==> src/rtl/count_seq_ctrl_pkg.sv <==
// Shared types and defaults for the count_seq_ctrl run controller.
package count_seq_ctrl_pkg;

    typedef enum logic [1:0] {
        IDLE  = 2'd0,
        RUN   = 2'd1,
        PAUSE = 2'd2,
        DONE  = 2'd3
    } csc_state_e;

    localparam int CSC_WIDTH_DEF = 4;

endpackage

==> src/rtl/count_seq_ctrl_up_counter.sv <==
// WIDTH-bit up-counter with synchronous clear (dominant over enable).
module up_counter_en #(
    parameter int WIDTH = 4
) (
    input  logic             clk,
    input  logic             reset,
    input  logic             clr,
    input  logic             en,
    output logic [WIDTH-1:0] q
);

    logic [WIDTH-1:0] q_q;
    logic [WIDTH-1:0] q_d;

    always_comb begin
        q_d = q_q;
        if (clr)
            q_d = '0;
        else if (en)
            q_d = q_q + WIDTH'(1);
    end

    always_ff @(posedge clk) begin
        if (reset)
            q_q <= '0;
        else
            q_q <= q_d;
    end

    assign q = q_q;

endmodule

==> src/rtl/count_seq_ctrl.sv <==
// Run controller owning an up-counter: start/clear, run, pause, abort, done pulse.
// Define COUNT_SEQ_CTRL_AUTORELOAD_EN for periodic (auto-reloading) runs.
module count_seq_ctrl
    import count_seq_ctrl_pkg::*;
#(
    parameter int WIDTH = CSC_WIDTH_DEF
) (
    input  logic             clk,
    input  logic             reset,
    input  logic             start,
    input  logic [WIDTH-1:0] limit,
    input  logic             pause,
    input  logic             abort,
    output logic [WIDTH-1:0] q,
    output logic             busy,
    output logic             done
);

    csc_state_e       state_q, state_d;
    logic [WIDTH-1:0] limit_q, limit_d;
    logic             done_q, done_d;
    logic             cnt_clr;
    logic             cnt_en;
    logic [WIDTH-1:0] cnt_q;

    always_comb begin
        state_d = state_q;
        limit_d = limit_q;
        done_d  = 1'b0;
        cnt_clr = 1'b0;
        cnt_en  = 1'b0;
        unique case (state_q)
            IDLE, DONE: begin
                if (start) begin
                    limit_d = limit;
                    cnt_clr = 1'b1;
                    state_d = RUN;
                end else begin
                    state_d = IDLE;
                end
            end
            RUN, PAUSE: begin
                if (abort) begin
                    state_d = IDLE;
                    cnt_clr = 1'b1;
                end else if (pause) begin
                    state_d = PAUSE;
                end else begin
                    // Leaving PAUSE steps in the same cycle, so no dead cycle.
                    state_d = RUN;
                    if (cnt_q == limit_q) begin
                        done_d = 1'b1;
`ifdef COUNT_SEQ_CTRL_AUTORELOAD_EN
                        cnt_clr = 1'b1;
`else
                        state_d = DONE;
`endif
                    end else begin
                        cnt_en = 1'b1;
                    end
                end
            end
            default: state_d = IDLE;
        endcase
    end

    always_ff @(posedge clk) begin
        if (reset) begin
            state_q <= IDLE;
            limit_q <= '0;
            done_q  <= 1'b0;
        end else begin
            state_q <= state_d;
            limit_q <= limit_d;
            done_q  <= done_d;
        end
    end

    up_counter_en #(.WIDTH(WIDTH)) u_cnt (
        .clk   (clk),
        .reset (reset),
        .clr   (cnt_clr),
        .en    (cnt_en),
        .q     (cnt_q)
    );

    assign q    = cnt_q;
    assign busy = (state_q == RUN) || (state_q == PAUSE);
    assign done = done_q;

endmodule

==> config.mk <==
export PLATFORM = sky130hd
export DESIGN_NAME = count_seq_ctrl
export DESIGN_NICKNAME = d
export VERILOG_FILES = /design/src/rtl/count_seq_ctrl_pkg.sv /design/src/rtl/count_seq_ctrl_up_counter.sv /design/src/rtl/count_seq_ctrl.sv
export SDC_FILE = /design/constraint.sdc
export NUM_CORES = 1
export LEC_CHECK = 0
export CAP_MARGIN = 20
export CORE_AREA = 4 4 41 43
export DETAILED_ROUTE_END_ITERATION = 7
export DIE_AREA = 0 0 45 47
export GPL_TIMING_DRIVEN = 1
export PLACE_DENSITY = 0.75
export SLEW_MARGIN = 20
export SYNTH_ARGS = -nofsm -noshare
export SYNTH_HDL_FRONTEND = slang
export SYNTH_SLANG_ARGS = --single-unit
==> constraint.sdc <==
create_clock -name clk -period 1.6 [get_ports clk]
set_input_delay 0.32 -clock clk [delete_from_list [all_inputs] [get_ports clk]]
set_output_delay 0.32 -clock clk [all_outputs]
set_load 0.01 [all_outputs]
**Word level (Yosys, flattened, before mapping)**

Index checks and enable logic that the tools add are counted.

- $add $sub $neg: 1
- Eq/ne operators: 4
- Multiplexer cells: 13
- Bitwise gates (word level): 1
- Reduce and logical (&&, ||, !) cells: 7

Operators with widths:

| cell | count |
|---|---|
| 1-bit 2-to-1 mux | 8 |
| 2-bit 2-to-1 mux | 3 |
| 2-bit OR reduction | 3 |
| 4-bit by 1-bit adder with 4-bit output (second input constant) | 1 |
| 2-bit equality test (second input constant) | 2 |
| 4-bit equality test | 1 |
| 2-bit case mux with 2 select lines | 1 |
| 4-bit OR reduction | 1 |
| 2-bit by 1-bit equality test with 1-bit output (second input constant) | 1 |
| 2-bit zero test | 1 |
| 1-bit case mux with 2 select lines | 1 |
| 2-bit AND reduction | 1 |
| 1-bit logical OR | 1 |
| 1-bit NOT | 1 |

- Register bits: 11
- Input bits: 9
- Output and inout bits: 6

**Logic depth before layout (Yosys ltp)**

Gate-level depths: netlist of the first run.

- Depth in word-level cells: 5
- Gate-level depth with buffers: 5

**By module**

A second synthesis of the first run with hierarchy kept.

- Cells, all modules: 53
- Area total of the unflattened synthesis: 499.2 µm²

By module, submodules not included:

| module | instances | cells each | area an instance (µm²) |
|---|---|---|---|
| count_seq_ctrl | 1 | 36 | 321.6 |
| up_counter_en | 1 | 17 | 177.7 |

**Worst setup path before layout of the first run**

OpenSTA, ideal clock, no wires.

- Path type: flip-flop to flip-flop
- Start point: register state_q[1]
- End point: register u_cnt.q_q[3] (netlist: u_cnt.q[3])
- Arrival time: 1.516 ns
- Required time: 1.530 ns
- Slack: 0.014 ns
- Stages on the path, launching flop included: 6
- Buffers on the path: 1
- Clock period less this slack: 1.586 ns
- Cells stage by stage: dfxtp_1 xnor2_2 or3_1 clkbuf_2 or4_1 a21boi_1

- Cells in the longest elaborated chain, start to end: 4
- Elaborated cells between the ends (all ways): 9
- Those cells by class: eq/ne (3); mux (2); reduce/logical (4)

RTL lines:

| what | RTL line | RTL |
|---|---|---|
| from (decl) | count_seq_ctrl.sv:19 | `csc_state_e state_q, state_d;` |
| from (signal assigned) | count_seq_ctrl.sv:73 | `state_q <= state_d;` |
| 2-bit by 1-bit equality test with 1-bit output, or another cell as far along | count_seq_ctrl.sv:32 | `unique case (state_q)` |
| 2-bit OR reduction | count_seq_ctrl.sv:32 |  |
| 1-bit case mux with 2 select lines | count_seq_ctrl.sv:32 |  |
| 2-bit OR reduction (no line) | - |  |
| to (signal assigned) | count_seq_ctrl_up_counter.sv:27 | `q_q <= q_d;` |
| to (decl) | count_seq_ctrl_up_counter.sv:12 | `logic [WIDTH-1:0] q_q;` |

Parallel ways exist; a longest one is shown, timed or not.
A chain may end at the register's enable or synchronous reset.

**Worst setup path after layout of the first run**

- Start point: input abort
- End point: register u_cnt.q_q[3] (netlist: u_cnt.q[3])

- Cells in the longest elaborated chain, start to end: 3
- Elaborated cells between the ends (all ways): 5
- Those cells by class: mux (4); reduce/logical (1)

RTL lines:

| what | RTL line | RTL |
|---|---|---|
| from (decl) | count_seq_ctrl.sv:13 | `input logic abort,` |
| 1-bit 2-to-1 mux | count_seq_ctrl.sv:43 | `if (abort) begin` |
| 1-bit case mux with 2 select lines | count_seq_ctrl.sv:32 |  |
| 2-bit OR reduction (no line) | - |  |

Parallel ways exist; a longest one is shown, timed or not.

==> results of run 1 <==
-- routing by layer --
layer / track usage (%) / part of all wire [%] / routed length (µm) / up-vias
met5: 0 / 0 / 0 / -
met4: 7.02 / 0.79 / 9 / 0
met3: 4.60 / 6.5 / 74 / 2
met2: 17.8 / 47 / 538 / 14
met1: 13.6 / 45 / 511 / 234
li1: - / - / - / 253
-- power by group through the flow --
stage / clock [W] / sequential (W) / combinational, W
5_1_grt: 0.000208 / 0.000293 / 0.000140
3_3_place_gp: 0 / 0.000298 / 0.000120
4_1_cts: 0.000192 / 0.000292 / 0.000119
3_5_place_dp: 0 / 0.000299 / 0.000121
2_1_floorplan: 0 / 0.000298 / 0.0000531
6_report: 0.000190 / 0.000292 / 0.000127
-- path summary, 6_finish.rpt --
| check | depth (start not counted) | endpoint | from |
|---|---|---|---|
| hold / removal | 2 | limit_q[0] | limit_q[0] |
| hold reg to reg | 2 | limit_q[0] | limit_q[0] |
| setup / recovery | 4 | u_cnt.q[3] | abort |
| setup reg to reg | 4 | u_cnt.q[3] | state_q[1] |
-- worst register-to-register path, cell delays in order, from the launching register on --
cell and delay (ns):
dfxtp_1 0.32, xnor2_2 0.15, or3_4 0.35, or4_1 0.47, a21boi_1 0.14
-- cells in the final DEF, fill, tap and decap left out --
master            n
clkbuf_4          3
clkdlybuf4s50_1  11
dlygate4sd2_1     3
or3_4             1
inv_1             1
or4_1             1
ha_1              1
o21ai_0           1
o31ai_1           1
nor3b_1           1
xor2_1            4
nor4_2            1
nor2_1            3
xnor2_2           1
a21boi_1          1
clkbuf_1          1
o211a_1           1
nand2_1           9
nand3_1           5
nand2b_1          1
mux2i_1           2
buf_4            12
mux2_2            1
a21oi_1           5
or4b_1            1
dfxtp_1          11
nor3b_2           1
-- flip-flops by register name, summed over array words and instances (netlist names) --
name	count
limit_q	4
state_q	2
done	1
u_cnt.q	4
-- through the flow --
step / setup TNS (ns) / setup WS (ns) / util (%) / power [W]
4_1_cts: 0 / 0.0205 / 58.9 / 0.000604
3_5_place_dp: -0.835 / -0.254 / 57.2 / 0.000419
5_1_grt: 0 / 0.0183 / 60.2 / 0.000641
6_report: 0 / 0.0423 / 60.2 / 0.000609
3_3_place_gp: -0.749 / -0.233 / 57.2 / 0.000418
2_1_floorplan: 0 / 0.0138 / - / 0.000351
-- cell type report --
class	instances	share of cell area [%]
tap	15	2.40
sequential	11	28.1
inverter	1	0.479
multi-input combinational	42	36.7
clock buffer	4	3.35
timing repair buffer	26	28.9
-- repair_timing --
item                                    CTS  global route
endpoints found under the setup margin    3             5
gates resized for setup                   3             3
cloned                                    0             0
-- cells by family after synthesis --
group / count (synthesis)
DFF: 11
buffers and inverters: 3
and+or+nand+nor: 24
AOI/OAI and AO/OA: 9
muxes: 3
xor gates and xnor gates: 5
adders and majority gates: 1
==> summary.md, run 1 <==
| Metric | Value |
|---|---|
| RSZ-0062 raised after global routing | no |
| Worst Clk Skew | between 0.002 and 0.0025 ns |
| Worst-path clk slew | about 0.070 ns |
| Cell area after layout | slightly below 800 µm² |
| Synth area leaders | dfxtp_1, xor2_1, nand2_1, a21oi_1, nand3_1 |
| Status | complete, no violations |
| Synth top area share | 43.7% |
| Type of origin of the critical path | input port |
| Cells after DPL | 95 |
| Detailed Place HPWL | roughly 870 µm |
| Synth top cells by count | dfxtp_1, nand2_1, a21oi_1, nand3_1, xor2_1 |
| Syn Std Cell Area | ~500 µm² |
| WS Path Type | input port to flip-flop |
| Sequential fraction of the synthesis area | a little over two fifths |
| Layout cells sized above 1 | a little under a quarter |
| Mux cell area share after synthesis | 6.20% |
| Hold WC Path Type | flip-flop to flip-flop |
| CTS buffer count | 3 |
| Vias per std cell | 5.08 |
| Crit path cell chain | clkdlybuf4s50_1 > or3_4 > or4_1 > a21boi_1 |
| Post-Route WL | roughly 1.1 mm |
| Clk pwr share | a little under a third |
| Logic gate share of total power | a little over a fifth |
| Largest family of logic cells by synthesized area | simple AND/OR/NAND/NOR gates |
| I/O pins | 15 |
| GR Util All Layers | between 10% and 20% |
| DR vias | between 500 and 600 |
| H-tree depth | 1 |
| Drt pass-1 iters | 4 |
| Rows | 13 |
| Worst Tran Pin Value | between 0.3 and 0.4 ns |
| Flop2flop setup slack | around 0.090 ns |
| Later-pin clock latency in the skew report | roughly 0.27 ns |
| CTS Hold Bufs | 0 |
| Core Area | 0.00130 mm² |
| Post-synthesis average cell area | approximately 9 µm² |
| Area leader, netlist | dfxtp_1 |
| Initial antenna violation count | 0 |
| Final Hold Viols | 0 |
| Adder-Cell Fraction of Synth Area | between 2 and 2.5% |
| Yosys warns | 0 |
| Fin crit share | a little over nine tenths |
| Global-route wire length before repair | roughly 1.7 mm |
| Final setup violation count | 0 |
| Worst Path Required | around 1.8 ns |
| Crit path arrival time | between 1.5 and 2 ns |
| Slew headroom | 75.1% |
| EDFF count, synth | 0 |
| Synth Instances | 56 |
| Critical path peak fanout | 4 |
| Post-Synth Simple-Gate Area | approximately a quarter |
| CP Capture Type | flip-flop |
| Fin crit period | about 1.6 ns |
| Max-Cap Viols | 0 |
| CP max stage cell | or4_1 |
| Die height | about 47 µm |
| Seq pwr share | between 40% and 50% |
| Seq. cell area | 220 µm² |
| Layout Nets | 95 |
| CTS max path bufs | 2 |
| Die span in x | roughly 45 µm |
| Largest net degree at the start of global routing | 7 |
| Drt wl/cell | 11.5 µm |
| Power Density | 777 mW/mm² |
| Largest delay share family, worst path | simple AND/OR/NAND/NOR gates |
| Ant. Diodes | 0 |
| Psw | between 0.00015 and 0.0002 W |
| Count of buffers from port buffering | 14 |
| Setup Buffers After CTS | 0 |
| Worst vdd ir | 0.000540 V |
| Final global-route overflow total | 0 |
| Slowest Stage Delay on Critical Path | 0.47 ns |
| Drc violations | 0 |
| Switch share | between 20% and 30% |
| Ys flop type | dfxtp_1 |
| Vias in the first global route | about 440 |
| Clk root buf | clkbuf_4 |
| Leakage | 0.349 nW |
| Initial core utilization | between 30% and 40% |
| Area post-placement | roughly 740 µm² |
| Fillers | about 130 |
| GPL Wtd Cong | roughly 0.72 |
| Internal power | between 0.0004 and 0.0005 W |
| Die area | ~0.0021 mm² |
| Syn nets | between 60 and 70 |
| Async S/R FF share, synth | 0% |
| CTS sink cnt | 11 |
| DR iter-0 viols | 8 |
| Yosys cell types | 23 |
| CTS tree | yes |
| Area grow syn2layout | 55.3% |
| Final Max Tran Viols | 0 |
| FMAX | around 640 MHz |
| Synth Area in Compound Gates | between 10% and 20% |
| Non-Filler Instances | 99 |
| Multi-input combinational cell area | about 290 µm² |
| Synth Area in XOR/XNOR | between 10% and 20% |
| Hold slack final | 0.465 ns |
| Synthesized flop and latch total | 11 |
| Most common cell in the synthesized netlist | dfxtp_1 |
| Buffers and inverters on the worst path | 1 |
| Routed Antenna Nets | 0 |
Note: power is estimated with default switching activity, not from simulation.
==> run 2: changes to the inputs <==
SLEW_MARGIN = 10   (was 20)
==> results of run 2 <==
No change in the layout: final DEF, timing and power equal those of run 1.
